[config.mk]
export PLATFORM = sky130hd
export DESIGN_NAME = buble_chain
export DESIGN_NICKNAME = d
export VERILOG_FILES = /design/src/rtl/buble_pkg.sv /design/src/rtl/buble_stage.sv /design/src/rtl/buble_chain.sv
export SDC_FILE = /design/constraint.sdc
export NUM_CORES = 1
export LEC_CHECK = 0
export CORE_MARGIN = 2
export CORE_UTILIZATION = 48
export DETAILED_ROUTE_END_ITERATION = 7
export PLACE_DENSITY = 0.73
export SETUP_SLACK_MARGIN = 0.2
export SYNTH_ARGS = -nofsm -noshare
export SYNTH_HDL_FRONTEND = slang
export SYNTH_HIERARCHICAL = 1
export SYNTH_SLANG_ARGS = --single-unit
[constraint.sdc]
create_clock -name clk -period 3.1 [get_ports clk]
set_input_delay 0.62 -clock clk [delete_from_list [all_inputs] [get_ports clk]]
set_output_delay 0.62 -clock clk [all_outputs]
set_load 0.01 [all_outputs]
[src/rtl/buble_pkg.sv]
// Shared helpers for the bubble-collapsing valid/ready chain:
// capacity and occupancy-counter width as functions of the chain shape.
package buble_pkg;

    // Beats the whole chain can hold: one per stage, two with skid registers.
    function automatic int cap(input int depth, input bit reg_rdy);
        return reg_rdy ? 2 * depth : depth;
    endfunction

    // Width wide enough to count 0..2*depth (covers both ready modes).
    function automatic int cnt_width(input int depth);
        return $clog2(2 * depth + 1);
    endfunction

endpackage

[src/rtl/buble_stage.sv]
// One valid/ready stage. REG_RDY=0 collapses bubbles through a combinational
// ready; REG_RDY=1 adds a skid register so the upstream ready is a flop.
module buble_stage
    import buble_pkg::*;
#(
    parameter int WIDTH   = 32,
    parameter bit REG_RDY = 1'b0
) (
    input  logic             clk,
    input  logic             rst_n,
    input  logic             flush,
    input  logic             vld_in,
    output logic             rdy_in,
    input  logic [WIDTH-1:0] data_in,
    output logic             vld_out,
    input  logic             rdy_out,
    output logic [WIDTH-1:0] data_out
);

    logic             vld_q;
    logic [WIDTH-1:0] data_q;

    if (REG_RDY == 1'b0) begin : g_comb

        logic load;

        assign rdy_in = !vld_q || rdy_out;
        assign load   = vld_in && rdy_in;

        // NOTE: state flops use non-blocking assignments so every stage samples
        // its neighbour's pre-edge value; blocking here would race the chain.
        always_ff @(posedge clk or negedge rst_n) begin
            if (!rst_n) begin
                vld_q <= 1'b0;
            end else if (flush) begin
                vld_q <= 1'b0;
            end else if (load) begin
                vld_q <= 1'b1;
            end else if (rdy_out) begin
                vld_q <= 1'b0;
            end
        end

        // NOTE: data registers carry no reset; only the valid bits qualify them,
        // so leaving data unreset keeps the reset tree to the control flops.
        always_ff @(posedge clk) begin
            if (load) begin
                data_q <= data_in;
            end
        end

    end else begin : g_skid

        logic             skid_vld;
        logic [WIDTH-1:0] skid_data;
        logic             accept;
        logic             to_skid;
        logic             from_skid;

        // Ready comes straight from a flop: no path from rdy_out to rdy_in.
        assign rdy_in    = !skid_vld;
        assign accept    = vld_in && !skid_vld;
        assign to_skid   = accept && vld_q && !rdy_out;
        assign from_skid = skid_vld && rdy_out;

        always_ff @(posedge clk or negedge rst_n) begin
            if (!rst_n) begin
                vld_q    <= 1'b0;
                skid_vld <= 1'b0;
            end else if (flush) begin
                vld_q    <= 1'b0;
                skid_vld <= 1'b0;
            end else begin
                if (to_skid) begin
                    skid_vld <= 1'b1;
                end else if (from_skid) begin
                    skid_vld <= 1'b0;
                end

                if (accept || from_skid) begin
                    vld_q <= 1'b1;
                end else if (rdy_out) begin
                    vld_q <= 1'b0;
                end
            end
        end

        // Main always holds the oldest beat; the skid refills it first.
        always_ff @(posedge clk) begin
            if (from_skid) begin
                data_q <= skid_data;
            end else if (accept && !to_skid) begin
                data_q <= data_in;
            end

            if (to_skid) begin
                skid_data <= data_in;
            end
        end

    end

    assign vld_out  = vld_q;
    assign data_out = data_q;

endmodule

[src/rtl/buble_chain.sv]
// DEPTH-stage valid/ready pipeline with optional registered ready, synchronous
// flush and an occupancy counter for flow-control monitoring.
module buble_chain
    import buble_pkg::*;
#(
    parameter int WIDTH   = 32,
    parameter int DEPTH   = 4,
    parameter bit REG_RDY = 1'b0,
    parameter int CNT_W   = cnt_width(DEPTH)
) (
    input  logic             clk,
    input  logic             rst_n,
    input  logic             flush,
    input  logic [WIDTH-1:0] data_a,
    input  logic             vld_a,
    output logic             rdy_a,
    output logic [WIDTH-1:0] data_b,
    output logic             vld_b,
    input  logic             rdy_b,
    output logic [CNT_W-1:0] level
);

    localparam int CAP = cap(DEPTH, REG_RDY);

    // Element i is the link into stage i; element DEPTH is the b side.
    logic             vld_c  [0:DEPTH];
    logic             rdy_c  [0:DEPTH];
    logic [WIDTH-1:0] data_c [0:DEPTH];

    logic push;
    logic pop;

    assign vld_c[0]     = vld_a;
    assign data_c[0]    = data_a;
    assign rdy_c[DEPTH] = rdy_b;

    for (genvar i = 0; i < DEPTH; i++) begin : g_stage
        buble_stage #(
            .WIDTH   (WIDTH),
            .REG_RDY (REG_RDY)
        ) u_stage (
            .clk      (clk),
            .rst_n    (rst_n),
            .flush    (flush),
            .vld_in   (vld_c[i]),
            .rdy_in   (rdy_c[i]),
            .data_in  (data_c[i]),
            .vld_out  (vld_c[i+1]),
            .rdy_out  (rdy_c[i+1]),
            .data_out (data_c[i+1])
        );
    end

    // Flush and reset both override the stage ready toward the producer.
    assign rdy_a  = rdy_c[0] && !flush && rst_n;
    assign vld_b  = vld_c[DEPTH];
    assign data_b = data_c[DEPTH];

    assign push = vld_a && rdy_a;
    assign pop  = vld_b && rdy_b;

    always_ff @(posedge clk or negedge rst_n) begin
        if (!rst_n) begin
            level <= '0;
        end else if (flush) begin
            level <= '0;
        end else begin
            case ({push, pop})
                2'b10:   level <= level + CNT_W'(1);
                2'b01:   level <= level - CNT_W'(1);
                default: level <= level;
            endcase
        end
    end

    a_level_bound : assert property (@(posedge clk) disable iff (!rst_n)
        int'(level) <= CAP);

endmodule

Word-level counts from Yosys, hierarchy flattened:

Index checks and enable logic that the tools add are counted.

* add/sub/neg operators: 2
* equal/unequal tests: 2
* muxes and demuxes: 14
* reduce and logical (&&, ||, !) cells: 22

Operator list (number)
* $reduce_bool 3->1: 5
* $mux 1: 12
* $logic_and 1x1->1: 8
* $pmux 4 s2: 1
* $logic_not 1->1: 5
* $add 4x1->4 const B: 1
* $logic_or 1x1->1: 4
* $mux 4: 1
* $sub 4x1->4 const B: 1
* $eq 2x1->1 const B: 1
* $eq 2x2->1 const B: 1

* flip-flop bits (word level): 136
* input bits: 37
* output and inout bits: 38

Logic depth before layout (Yosys ltp):

Gate-level depths: netlist (run 1).

* depth in word-level cells: 11
* depth in mapped cells: 11
* depth with buffers taken out: 11

Hierarchy:

Netlist (run 1), hierarchy kept.

By module, submodules not included
* buble_stage: times used 4, cells each 37, area each 1021.0 um^2, seq. area each 985.9 um^2
* buble_chain: times used 1, cells each 31, area each 316.6 um^2, seq. area each 100.1 um^2

Worst setup path after synthesis (run 1):

No wires, ideal clock.

* path kind: input to register
* from: input port rdy_b
* to: register level[3]
* setup time: 0.125 ns
* data arrival time: 2.399 ns
* required time: 2.975 ns
* slack: 0.576 ns
* cell stages on the path: 10
* cell sequence: nand2b_4 nand2b_4 nand2b_4 nand2b_4 nand4b_4 nor2b_4 ha_1 a31oi_1 a2bb2oi_1 mux2_2

RTL lines
* start: declaration: line buble_chain.sv:19 `input logic rdy_b,`
* end signal: assignment: line buble_chain.sv:69 `2'b10: level <= level + CNT_W'(1);`
* end signal: assignment: line buble_chain.sv:70 `2'b01: level <= level - CNT_W'(1);`
* end signal: assignment: line buble_chain.sv:71 `default: level <= level;`
* end: declaration: line buble_chain.sv:20 `output logic [CNT_W-1:0] level`

==> results of run 1 <==
what timing repair did:
item / 4_1_cts / 5_1_grt
setup endpoints to repair: 1 / 0
gates resized for setup: 1 / 0
setup buffers: 0 / 0
sequential cells by signal, summed over array words and instances, names as in the netlist:
register	count
g_stage.u_stage/data_out	128
level	4
g_stage.u_stage/vld_out	4
worst min-delay path by stage:
stage                                    start                               to  slack [ps]  cells after the start
3_5_place_dp   g_stage[1].u_stage/data_out[17]  g_stage[2].u_stage/data_out[17]         400                      0
2_1_floorplan                            rst_n       g_stage[0].u_stage/vld_out         320                      0
5_1_grt        g_stage[1].u_stage/data_out[23]  g_stage[2].u_stage/data_out[23]         420                      0
4_1_cts        g_stage[0].u_stage/data_out[26]  g_stage[1].u_stage/data_out[26]         410                      0
6_report       g_stage[1].u_stage/data_out[23]  g_stage[2].u_stage/data_out[23]         410                      0
3_3_place_gp   g_stage[2].u_stage/data_out[14]  g_stage[3].u_stage/data_out[14]         400                      0
worst register-to-register path: stages, from the launching register on:
cell and delay [ps]:
sky130_fd_sc_hd__dfrtp_1 430, sky130_fd_sc_hd__nand2b_4 80, sky130_fd_sc_hd__nand2b_4 150, sky130_fd_sc_hd__nand2b_4 150, sky130_fd_sc_hd__nand2b_4 170, sky130_fd_sc_hd__nand4b_4 110
sky130_fd_sc_hd__nor2b_4 210, sky130_fd_sc_hd__ha_1 300, sky130_fd_sc_hd__a31oi_1 200, sky130_fd_sc_hd__a2bb2oi_1 200, sky130_fd_sc_hd__mux2_2 340
cell usage in the layout (no fill, tap or decap), types with 2 or more instances in the layout:
| master | synthesis | routed |
|---|---|---|
| sky130_fd_sc_hd__clkdlybuf4s50_1 | 0 | 73 |
| sky130_fd_sc_hd__clkinv_2 | 0 | 4 |
| sky130_fd_sc_hd__clkinv_4 | 0 | 2 |
| sky130_fd_sc_hd__clkbuf_16 | 0 | 16 |
| sky130_fd_sc_hd__a21oi_2 | 4 | 4 |
| sky130_fd_sc_hd__bufinv_16 | 0 | 3 |
| sky130_fd_sc_hd__nand2b_4 | 4 | 4 |
| sky130_fd_sc_hd__xor2_1 | 2 | 2 |
| sky130_fd_sc_hd__inv_1 | 4 | 4 |
| sky130_fd_sc_hd__edfxtp_1 | 128 | 128 |
| sky130_fd_sc_hd__ha_1 | 2 | 2 |
| sky130_fd_sc_hd__buf_4 | 0 | 2 |
| sky130_fd_sc_hd__nor2_1 | 6 | 6 |
| sky130_fd_sc_hd__dfrtp_1 | 8 | 8 |
| sky130_fd_sc_hd__and2_4 | 4 | 4 |
| sky130_fd_sc_hd__nand2_1 | 2 | 2 |
| sky130_fd_sc_hd__inv_6 | 0 | 4 |
layout make-up:
| class | count | area share [%] |
|---|---|---|
| clock buffer | 18 | 7.11 |
| clock inverter | 14 | 2.89 |
| inverter | 4 | 0.255 |
| multi-input combinational | 39 | 5.81 |
| sequential | 136 | 68.8 |
| tap | 108 | 2.30 |
| timing repair buffer | 76 | 12.8 |
cells by family (layout without fill, tap and decap cells):
family | count (synthesis) | after routing
XOR/XNOR | 2 | 2
flip-flops | 136 | 136
AND/OR/NAND/NOR | 23 | 23
adder cells (fa/ha/maj) | 2 | 2
AO/OA/AOI/OAI | 10 | 10
buffers and inverters | 4 | 112
multiplexers | 2 | 2
metrics by stage:
stage               instance area, µm²  total power [mW]  hold slack, ps  setup TNS [ps]  worst slack (ps)
finish                            5880              4.19             413               0               405
floorplan                         4400              2.17             324               0               576
CTS                               5880              4.23             414               0               387
detailed placement                5290              2.26             405           -41.8             -41.8
global placement                  5290              2.26             401               0              64.2
global route                      5880              4.33             418               0               294
report_power, final:
| part | switching, mW | internal, mW | total (mW) |
|---|---|---|---|
| Combinational | 0.0559 | 0.0686 | 0.125 |
| Sequential | 0.0194 | 2.08 | 2.10 |
| Clock | 0.729 | 1.23 | 1.96 |
metal layers:
| layer | global-route usage [%] | up-vias | wire length (µm) |
|---|---|---|---|
| li1 | - | 896 | - |
| met1 | 14.2 | 944 | 2280 |
| met2 | 22.6 | 56 | 3290 |
| met3 | 3.79 | 13 | 221 |
| met4 | 10.1 | 0 | 188 |
| met5 | 0 | - | 0 |
==> Flow_metrics.wiki, run 1 <==
{| class="wikitable"
! Metric !! Value
|-
| CTS Hold Buffers Added || 0
|-
| All-layer global routing usage || 13.4%
|-
| Count of routing violations after the opening detailed-route iteration || 77
|-
| Most frequent CP cell || sky130_fd_sc_hd__nand2b_4
|-
| Area delta synth->final || 33.6%
|-
| Post-synthesis instance area || 4400 µm²
|-
| Min Clock Period, post-route || 2700 ps
|-
| Endpoint of the lowest-slack register-to-register path || level[3]
|-
| Source-to-sink clock delay at the later pin of the worst-skew pair || 500 ps
|-
| Synth Area in XOR/XNOR || 0.398%
|-
| Buffer levels on the longest clock path || 2
|-
| Maximum level of the CTS H-tree || 4
|-
| Cell types with the highest counts after synthesis || sky130_fd_sc_hd__edfxtp_1 (128), sky130_fd_sc_hd__dfrtp_1 (8), sky130_fd_sc_hd__nor2_1 (6)
|-
| Post-layout instance count excluding filler cells || 395
|-
| First-pass detailed-route iteration total || 6
|-
| Launch instance of the worst register-to-register path || g_stage[3].u_stage/vld_out
|-
| Class of the worst hold path || reg2reg
|-
| Floorplan die width || 99.7 µm
|-
| Transition at the pin with the smallest max-transition slack || 442 ps
|-
| Count of standard-cell rows || 34
|-
| Area share of fa/ha/maj cells after synthesis || 0.569%
|-
| Crit path required time || 2480 ps
|-
| Setup slack of the worst register-to-register path || 650 ps
|-
| Kind of cell adding the most delay to the critical path || buffers and inverters
|-
| Count of final max-slew check failures || 0
|-
| FF+latch area || 4040 µm²
|-
| Worst setup path endpoint || rdy_a
|-
| Share of the clock period used by the worst path || 86.9%
|-
| Die ar. || 9950 µm²
|-
| Fraction of the mapped netlist area in compound gates || 1.91%
|-
| Combined area of the multi-input logic cells || 342 µm²
|-
| Sequential element share of the synthesized area || 91.9%
|-
| Basic-gate share of the synthesized area counting and, or, nand and nor cells || 4.41%
|-
| Layout Skew || 6.78 ps
|-
| Timing startpoint of the critical path || rdy_b
|-
| Vias in the first global route || 1943
|-
| Antenna diode count || 0
|-
| Buf/Inv on CP || 2
|-
| Root buf cell || sky130_fd_sc_hd__clkbuf_8
|-
| Number of buffers created by CTS || 17
|-
| Mean routed wirelength per cell || 15.1 µm
|-
| Critical path start-end classification || in2out
|-
| Effective utilization at floorplan || 50.0%
|-
| Crit path max fanout || 4
|-
| Leak || 2.08 nW
|-
| Maximum cell stage delay along the critical path || 480 ps
|-
| Final weighted congestion of routability-driven global placement || 0.688
|-
| Synthesized instance count || 179
|-
| Area share of the largest cell type after synthesis || 87.3%
|-
| Rel. slew slack || 70.6%
|-
| Startpoint types || input port
|-
| Top-count cell post-synth || sky130_fd_sc_hd__edfxtp_1
|-
| Portion of netlist area occupied by mux cells || 0.483%
|-
| Number of filler cells placed in the layout || 568
|-
| Global-route wire length before repair || 9490 µm
|-
| Cell at the slowest stage of the critical path || sky130_fd_sc_hd__clkdlybuf4s50_1
|-
| Number of distinct standard cells referenced by the synthesized netlist || 25
|-
| Number of nets in the layout || 313
|-
| Initial antenna violation count || 0
|-
| Final setup vio count || 0
|-
| Cell-by-cell listing of the critical path || clkdlybuf4s50_1 > nand2b_4 > nand2b_4 > nand2b_4 > nand2b_4 > nand2_1 > nor2_1 > dlygate4sd2_1
|-
| Outcome || finished, final reports clean
|-
| Via/cell ratio || 4.83
|-
| Placeable core region || 8810 µm²
|-
| Syn avg cell area || 24.6 µm²
|-
| Dominant register cell in the synthesized netlist || sky130_fd_sc_hd__edfxtp_1
|-
| I/O Buffers || 74
|-
| Top cells by area in the synthesized netlist || sky130_fd_sc_hd__edfxtp_1 (87%), sky130_fd_sc_hd__dfrtp_1 (4.5%), sky130_fd_sc_hd__nand2b_4 (1.3%)
|-
| Number of synthesized flops with an enable pin || 128
|-
| Number of failing hold endpoints at the final stage || 0
|-
| Remaining number of nets flagged by the antenna check after routing || 0
|-
| Total global routing overflow || 0
|-
| Largest net degree at the start of global routing || 33
|-
| Max Freq || 0.371 GHz
|-
| Via total after detailed routing || 1909
|-
| Clk sink count || 136
|-
| Maximum Capacitance Violations || 0
|-
| Async SR Flop Fraction || 5.88%
|-
| Number of nets produced by synthesis || 218
|-
| Boundary pin count || 75
|-
| Wire length after detailed routing || 5980 µm
|-
| CTS tree || built
|-
| Residual DRC || 0
|-
| Height of the die || 99.7 µm
|-
| CTS clock-pin slew for the worst setup and hold paths || 60 ps
|-
| Dominant combinational cell family by area after synthesis || simple AND/OR/NAND/NOR gates
|-
| Logic depth of the worst path, buffers included || 8
|-
| Synth area leader || sky130_fd_sc_hd__edfxtp_1
|-
| Max rail drop VDD || 0.454 mV
|-
| Layout cell share with drive strength beyond 1 || 17.4%
|-
| Detailed placer's ending HPWL || 3640 µm
|-
| RSZ-0062 raised after global routing || no
|-
| Yosys warnings || 6
|-
| Depth of the worst register-to-register path || 10
|-
| Element type at the critical path end || output port
|-
| Number of storage elements in the synthesis netlist || 136
|-
| Inst Count DP || 363
|-
| Post-Route Utilization || 66.8%
|-
| Power per cell area || 712 nW/µm²
|-
| Data arrival time of the critical path || 2080 ps
|}
No activity file was read; power rests on OpenSTA's default activity.
==> run 2, diff against run 1 <==
- CORE_UTILIZATION: 48 -> 47
- PLACE_DENSITY: 0.73 -> 0.75
- clock period: 3.1 -> 2.3 ns (I/O delays scaled with it)
==> run 2 against run 1 <==
  * Clock power rose by 29%
  * Largest cell class unchanged
  * Clock skew barely moved
  * Cell count rose by 6.1%
  * Wire length fell by 1.1%
==> Flow_metrics.wiki, run 2 (synthesis results as in run 1) <==
{| class="wikitable"
! Metric !! Value
|-
| Outcome || finished, final reports clean
|-
| Min Clock Period, post-route || 2220 ps
|-
| Antenna diode count || 0 (unchanged)
|-
| Number of nets in the layout || 335 (+7.0%)
|-
| Clk pwr share || 45.4% (-1.4 points)
|-
| Final setup vio count || 0 (unchanged)
|-
| Max reg flops || 128 (unchanged)
|-
| Class of the worst hold path || in2async
|-
| Initial antenna violation count || 0 (unchanged)
|-
| Mean routed wirelength per cell || 14.1 µm (-6.8%)
|-
| Most frequent CP cell || sky130_fd_sc_hd__nand2b_4
|-
| Boundary pin count || 75 (unchanged)
|-
| Crit path max fanout || 4 (unchanged)
|-
| Global-route wire length before repair || 9110 µm (-4.1%)
|-
| Floorplan die width || 101 µm (+1.0%)
|-
| Root buf cell || sky130_fd_sc_hd__clkbuf_8
|-
| Number of filler cells placed in the layout || 595 (+4.8%)
|-
| Number of buffers created by CTS || 17 (unchanged)
|-
| Overall Power || 5.55 mW (+33%)
|-
| CTS clock-pin slew for the worst setup and hold paths || 60 ps (about the same)
|-
| Area delta synth->final || 39.5%
|-
| Final weighted congestion of routability-driven global placement || 0.742 (+7.8%)
|-
| Placeable core region || 9150 µm² (+3.9%)
|-
| Switching Fraction || 19.6% (+0.36 points)
|-
| Rel. slew slack || 71.4% (+0.81 points)
|-
| Max Freq || 0.449 GHz
|-
| Endpoint of the lowest-slack register-to-register path || level[3]
|-
| Via/cell ratio || 4.71 (-2.5%)
|-
| Power share of the combinational group || 3.6% (+0.6 points)
|-
| All-layer global routing usage || 12.6% (-0.73 points)
|-
| Count of final max-slew check failures || 0 (unchanged)
|-
| Leading cell types in the layout, fill and taps excluded || sky130_fd_sc_hd__edfxtp_1 (128), sky130_fd_sc_hd__clkdlybuf4s50_1 (72), sky130_fd_sc_hd__buf_4 (18)
|-
| Most common library cell in the layout ignoring fill and taps || sky130_fd_sc_hd__edfxtp_1
|-
| Inst Count DP || 381 (+5.0%)
|-
| Total global routing overflow || 0 (unchanged)
|-
| Share of the clock period used by the worst path || 96.7%
|-
| Combined area of the multi-input logic cells || 395 µm² (+16%)
|-
| Effective utilization at floorplan || 48.1% (-1.9 points)
|-
| Startpoint types || register
|-
| Setup slack of the worst register-to-register path || 80 ps (-570 ps)
|-
| Number of failing hold endpoints at the final stage || 0 (unchanged)
|-
| Maximum Capacitance Violations || 0 (unchanged)
|-
| Cell-by-cell listing of the critical path || nand2b_4 > nand2b_4 > nand2b_4 > nand2b_4 > nand4b_4 > nor2b_4 > ha_4 > a31oi_4 > a2bb2oi_2 > mux2_2
|-
| Residual DRC || 0 (unchanged)
|-
| Buf/Inv on CP || 0 (-2)
|-
| Leak || 2.18 nW (+4.8%)
|-
| Largest net degree at the start of global routing || 33 (unchanged)
|-
| Remaining number of nets flagged by the antenna check after routing || 0 (unchanged)
|-
| Height of the die || 101 µm (+1.0%)
|-
| Buffer levels on the longest clock path || 2 (unchanged)
|-
| Die ar. || 10200 µm² (+2.0%)
|-
| Vias in the first global route || 1941 (-0.10%)
|-
| RSZ-0062 raised after global routing || yes
|-
| Post-layout instance count excluding filler cells || 419 (+6.1%)
|-
| CTS Hold Buffers Added || 0 (unchanged)
|-
| Clk sink count || 136 (unchanged)
|-
| Crit path required time || 2690 ps (+210 ps)
|-
| Cell at the slowest stage of the critical path || sky130_fd_sc_hd__dfrtp_1
|-
| Critical path start-end classification || reg2reg
|-
| CTS tree || built
|-
| Layout Skew || 6.76 ps (-0.0260 ps)
|-
| Via total after detailed routing || 1974 (+3.4%)
|-
| Count of routing violations after the opening detailed-route iteration || 72 (-6.5%)
|-
| Worst slack on hold paths || 390 ps (-23.2 ps)
|-
| Power per cell area || 905 nW/µm² (+27%)
|-
| Wire length after detailed routing || 5910 µm (-1.1%)
|-
| Launch instance of the worst register-to-register path || g_stage[3].u_stage/vld_out
|-
| Detailed placer's ending HPWL || 3940 µm (+8.0%)
|-
| Max rail drop VDD || 0.595 mV (+31%)
|-
| Maximum cell stage delay along the critical path || 390 ps (-90 ps)
|-
| Depth of the worst register-to-register path || 10 (unchanged)
|-
| Data arrival time of the critical path || 2620 ps (+540 ps)
|-
| FF+latch area || 4040 µm² (unchanged)
|-
| Source-to-sink clock delay at the later pin of the worst-skew pair || 500 ps (about the same)
|-
| Element type at the critical path end || register
|-
| Layout cell share with drive strength beyond 1 || 25.6% (+8.2 points)
|-
| Maximum level of the CTS H-tree || 4 (unchanged)
|-
| Sequential share of power || 51.0% (+0.8 points)
|-
| I/O Buffers || 74 (unchanged)
|-
| Logic depth of the worst path, buffers included || 10 (+2)
|-
| Kind of cell adding the most delay to the critical path || simple AND/OR/NAND/NOR gates
|-
| Count of standard-cell rows || 35 (+2.9%)
|-
| Transition at the pin with the smallest max-transition slack || 429 ps (-12.1 ps)
|-
| Design internal power || 4.47 mW (+32%)
|-
| First-pass detailed-route iteration total || 4 (-2)
|-
| Power dissipated by switching net loads || 1.09 mW (+35%)
|}
## run 2: cell types whose count changed in the layout (fill, tap and decap cells not counted), sizes merged
cell / before / now
bufinv: 3 / 2
clkinv: 6 / 5
buf: 2 / 25
clkinvlp: 1 / 3
clkdlybuf4s50: 73 / 72
clkbuf: 18 / 17
## run 2: final cells by class
cell class              instances  area share (%)
clock buffers                  17            6.75
clock inverters                14            2.45
inverters                       4           0.245
multi-input cells              39            6.44
flip-flops and latches        136            65.9
well taps                     111            2.26
repair buffers                 98            16.0
## run 2: per-stage QoR
| stage | setup slack, ps | TNS (ps) | area, µm² | utilization [%] |
|---|---|---|---|---|
| finish | 75.2 | 0 | 6140 | 67.1 |
| global route | -2.85 | -2.85 | 6140 | 67.1 |
| CTS | 54.4 | 0 | 6090 | 66.5 |
| detailed placement | -533 | -1720 | 5480 | 59.9 |
| global placement | -438 | -1330 | 5480 | 59.9 |
| floorplan | -25.4 | -25.4 | 4410 | - |
## run 2: power groups by stage
stage	Sequential (mW)	Combinational, mW	Clock (mW)
finish	2.83	0.200	2.52
global route	2.84	0.216	2.70
CTS	2.83	0.201	2.59
detailed placement	2.88	0.198	0
global placement	2.88	0.193	0
floorplan	2.88	0.0519	0
## run 2: repair_timing
| action | in CTS | in global routing |
|---|---|---|
| buffers inserted | 4 | 3 |
| setup endpoints to repair | 3 | 4 |
| resized for setup | 10 | 4 |
| pin swaps | 4 | 1 |
| hold endpoints to repair | 0 | 0 |
## run 2: per-layer routing
layer / routed length (µm) / part of all wire [%] / track usage [%] / vias to the layer above
met2: 3440 / 58 / 22.1 / 51
met3: 255 / 4.3 / 5.76 / 8
li1: - / - / - / 941
met4: 61 / 1.0 / 6.32 / 0
met1: 2160 / 36 / 12.6 / 974
met5: 0 / 0 / 0 / -
## run 2: worst max-delay path by stage
stage	start	endpoint	slack, ps
floorplan	rdy_b	level[3]	-30
global placement	rdy_b	level[3]	-440
detailed placement	rdy_b	level[3]	-530
CTS	g_stage[3].u_stage/vld_out	rdy_a	50
global route	g_stage[3].u_stage/vld_out	level[3]	-3
finish	g_stage[3].u_stage/vld_out	level[3]	80
==> run 3, diff against run 2 <==
- ABC_AREA: not set -> 1
==> run 3 against run 2 <==
  * Setup slack better by 200 ps
  * Global-route usage rose by 0.69 points
  * Sequential share of layout area about the same
  * Sequential power is essentially flat
  * First-iteration DRC count decreased by 43%
  * Core utilization about the same
  * Maximum frequency is 10% higher
  * Power rose by 2.7%
  * Clock skew shrank 1.6 ps
  * Die area hardly changed
  * Cell count is 5.5% higher
  * Flip-flop and latch count unchanged
  * Largest cell class unchanged
==> Flow_metrics.wiki, run 3 <==
{| class="wikitable"
! Metric !! Value
|-
| Synthesized instance count || 203 (+13%)
|-
| Initial antenna violation count || 0 (unchanged)
|-
| Number of filler cells placed in the layout || 573 (-3.7%)
|-
| Buffer levels on the longest clock path || 2 (unchanged)
|-
| All-layer global routing usage || 13.3% (+0.69 points)
|-
| Post-synthesis instance area || 4400 µm² (about the same)
|-
| Via/cell ratio || 4.60 (-2.3%)
|-
| Boundary pin count || 75 (unchanged)
|-
| Area share of the largest cell type after synthesis || 87.4% (about the same)
|-
| Count of final max-slew check failures || 0 (unchanged)
|-
| Transition at the pin with the smallest max-transition slack || 270 ps (-160 ps)
|-
| Root buf cell || sky130_fd_sc_hd__clkbuf_8
|-
| Crit path max fanout || 3 (-1)
|-
| Final setup vio count || 0 (unchanged)
|-
| Most common library cell in the layout ignoring fill and taps || sky130_fd_sc_hd__edfxtp_1
|-
| Clk pwr share || 45.9% (+0.5 points)
|-
| Total global routing overflow || 0 (unchanged)
|-
| Height of the die || 101 µm (about the same)
|-
| Max Freq || 0.494 GHz (+10%)
|-
| Layout Skew || 5.20 ps (-1.56 ps)
|-
| Yosys warnings || 6 (unchanged)
|-
| Power share of the combinational group || 4.3% (+0.7 points)
|-
| CTS tree || built
|-
| Via total after detailed routing || 2034 (+3.0%)
|-
| Global-route wire length before repair || 9740 µm (+7.0%)
|-
| Remaining number of nets flagged by the antenna check after routing || 0 (unchanged)
|-
| Data arrival time of the critical path || 1560 ps (-1060 ps)
|-
| Wire length after detailed routing || 6030 µm (+1.9%)
|-
| Top cells by area in the synthesized netlist || sky130_fd_sc_hd__edfxtp_1 (87%), sky130_fd_sc_hd__dfrtp_1 (4.6%), sky130_fd_sc_hd__nand2_1 (1.5%)
|-
| Number of nets in the layout || 358 (+6.9%)
|-
| Source-to-sink clock delay at the later pin of the worst-skew pair || 490 ps (about the same)
|-
| Area delta synth->final || 39.6% (about the same)
|-
| Number of failing hold endpoints at the final stage || 0 (unchanged)
|-
| Vias in the first global route || 2050 (+5.6%)
|-
| Residual DRC || 0 (unchanged)
|-
| Count of standard-cell rows || 35 (unchanged)
|-
| Power dissipated by switching net loads || 1.11 mW (+1.8%)
|-
| Number of synthesized flops with an enable pin || 128 (unchanged)
|-
| Leading cell types in the layout, fill and taps excluded || sky130_fd_sc_hd__edfxtp_1 (128), sky130_fd_sc_hd__clkdlybuf4s50_1 (72), sky130_fd_sc_hd__buf_4 (19)
|-
| Top-count cell post-synth || sky130_fd_sc_hd__edfxtp_1
|-
| Element type at the critical path end || output port
|-
| Global routing's busiest layer || met2
|-
| Cell types with the highest counts after synthesis || sky130_fd_sc_hd__edfxtp_1 (128), sky130_fd_sc_hd__nand2_1 (18), sky130_fd_sc_hd__inv_1 (10), sky130_fd_sc_hd__inv_2 (10), sky130_fd_sc_hd__dfrtp_1 (8)
|-
| Async SR Flop Fraction || 5.88% (unchanged)
|-
| Sequential element share of the synthesized area || 91.9% (about the same)
|-
| Largest net degree at the start of global routing || 33 (unchanged)
|-
| Sequential share of power || 49.9% (-1.1 points)
|-
| Number of distinct standard cells referenced by the synthesized netlist || 17 (-32%)
|-
| CTS clock-pin slew for the worst setup and hold paths || 60 ps (about the same)
|-
| Critical path start-end classification || reg2out
|-
| Max reg flops || 128 (unchanged)
|-
| Synth area leader || sky130_fd_sc_hd__edfxtp_1
|-
| Die ar. || 10100 µm² (about the same)
|-
| Outcome || finished, final reports clean
|-
| Power per cell area || 928 nW/µm² (+2.6%)
|-
| Number of nets produced by synthesis || 242 (+11%)
|-
| Share of the clock period used by the worst path || 87.9% (-8.8 points)
|-
| Layout cell share with drive strength beyond 1 || 25.1% (-0.57 points)
|-
| Antenna diode count || 0 (unchanged)
|-
| Rel. slew slack || 82.0% (+11 points)
|-
| Design internal power || 4.59 mW (+2.9%)
|-
| Startpoint types || register
|-
| Clk sink count || 136 (unchanged)
|-
| Min Clock Period, post-route || 2020 ps (-202 ps)
|-
| Maximum level of the CTS H-tree || 4 (unchanged)
|-
| Number of buffers created by CTS || 17 (unchanged)
|-
| I/O Buffers || 74 (unchanged)
|-
| Detailed placer's ending HPWL || 4050 µm (+2.9%)
|-
| Switching Fraction || 19.4% (-0.17 points)
|-
| Met3 demand-to-capacity share in global routing || 5.69% (-0.069 points)
|-
| Class of the worst hold path || in2reg
|-
| Final weighted congestion of routability-driven global placement || 0.728 (-1.9%)
|-
| Effective utilization at floorplan || 48.1% (about the same)
|-
| Dominant register cell in the synthesized netlist || sky130_fd_sc_hd__edfxtp_1
|-
| Maximum Capacitance Violations || 0 (unchanged)
|-
| Syn avg cell area || 21.7 µm² (-12%)
|-
| Leak || 2.25 nW (+3.2%)
|-
| Max rail drop VDD || 0.464 mV (-22%)
|-
| Total negative setup slack || 0 ps (unchanged)
|-
| Count of routing violations after the opening detailed-route iteration || 41 (-43%)
|-
| Mean routed wirelength per cell || 13.6 µm (-3.4%)
|-
| Placeable core region || 9150 µm² (unchanged)
|-
| Met2 track demand over resource || 23.8% (+1.7 points)
|-
| Crit path required time || 1840 ps (-850 ps)
|-
| Routing usage on met1 || 13.2% (+0.56 points)
|-
| RSZ-0062 raised after global routing || yes
|-
| Overall Power || 5.70 mW (+2.7%)
|-
| Number of storage elements in the synthesis netlist || 136 (unchanged)
|-
| Floorplan die width || 101 µm (about the same)
|-
| First-pass detailed-route iteration total || 4 (unchanged)
|}
==> run 3: cell type report <==
cell class	instances	area, µm²	share of cell area, %
clock buffer	17	414	6.74
clock inverter	14	170	2.77
inverter	20	75.1	1.22
multi-input combinational	47	338	5.50
sequential	136	4050	65.9
tap	111	139	2.26
timing repair buffer	97	961	15.6
==> run 3: per-layer routing <==
metal / vias to the layer above / wire length [µm]
met5: - / 0
met4: 0 / 117
met3: 9 / 268
met2: 60 / 3410
met1: 976 / 2230
li1: 989 / -
==> run 3: logic make-up after synthesis <==
group	Yosys count	share of synthesized area, %
flops	136	91.9
simple gates	33	4.01
buf+inv	20	1.71
compound gates	11	1.59
fa+ha+maj	2	0.569
xor+xnor	1	0.199
==> run 3: power by group through the flow <==
stage                     clock, mW  combinational [mW]  sequential (mW)
after floorplan                   0              0.0737             2.90
after global placement            0               0.234             2.89
after detailed placement          0               0.243             2.89
after CTS                      2.67               0.245             2.84
after global routing           2.79               0.263             2.85
final                          2.61               0.243             2.84
==> run 3: final timing paths <==
| check | slack [ps] | to | from | cells after the start |
|---|---|---|---|---|
| setup / recovery | 280 | rdy_a | g_stage[3].u_stage/vld_out | 10 |
| hold / removal | 380 | g_stage[3].u_stage/vld_out | rdy_b | 5 |
| setup reg to reg | 340 | level[3] | g_stage[3].u_stage/vld_out | 18 |
| hold reg to reg | 410 | g_stage[2].u_stage/data_out[21] | g_stage[1].u_stage/data_out[21] | 0 |
| max in group asynchronous | 1770 | g_stage[3].u_stage/vld_out | rst_n | 2 |
| min in group asynchronous | 400 | level[2] | rst_n | 2 |
==> run 3: worst max-delay path: stages (launching register included) <==
cell,delay [ps]
sky130_fd_sc_hd__dfrtp_2,410
sky130_fd_sc_hd__nand2_2,70
sky130_fd_sc_hd__inv_2,40
sky130_fd_sc_hd__nand2_2,60
sky130_fd_sc_hd__inv_2,40
sky130_fd_sc_hd__nand2_2,60
sky130_fd_sc_hd__inv_2,50
sky130_fd_sc_hd__nand2_4,70
sky130_fd_sc_hd__nand2_2,40
sky130_fd_sc_hd__nor2_1,90
sky130_fd_sc_hd__buf_2,130
==> run 3: timing repair <==
item	in CTS	in global routing
hold buffers	0	0
setup buffers	1	2
pin swaps	0	2
setup endpoints to repair	1	2
gates resized for setup	6	3
==> run 3: metrics by stage <==
step                worst slack, ps  hold WS, ps  util [%]  std cells  cell area, µm²
floorplan                       225          164         -        203            4420
global placement               -210          401      60.4        408            5520
global route                    185          386      67.1        442            6140
CTS                             202          359      66.8        440            6120
detailed placement             -248          405      60.4        408            5520
finish                          277          377      67.1        442            6140
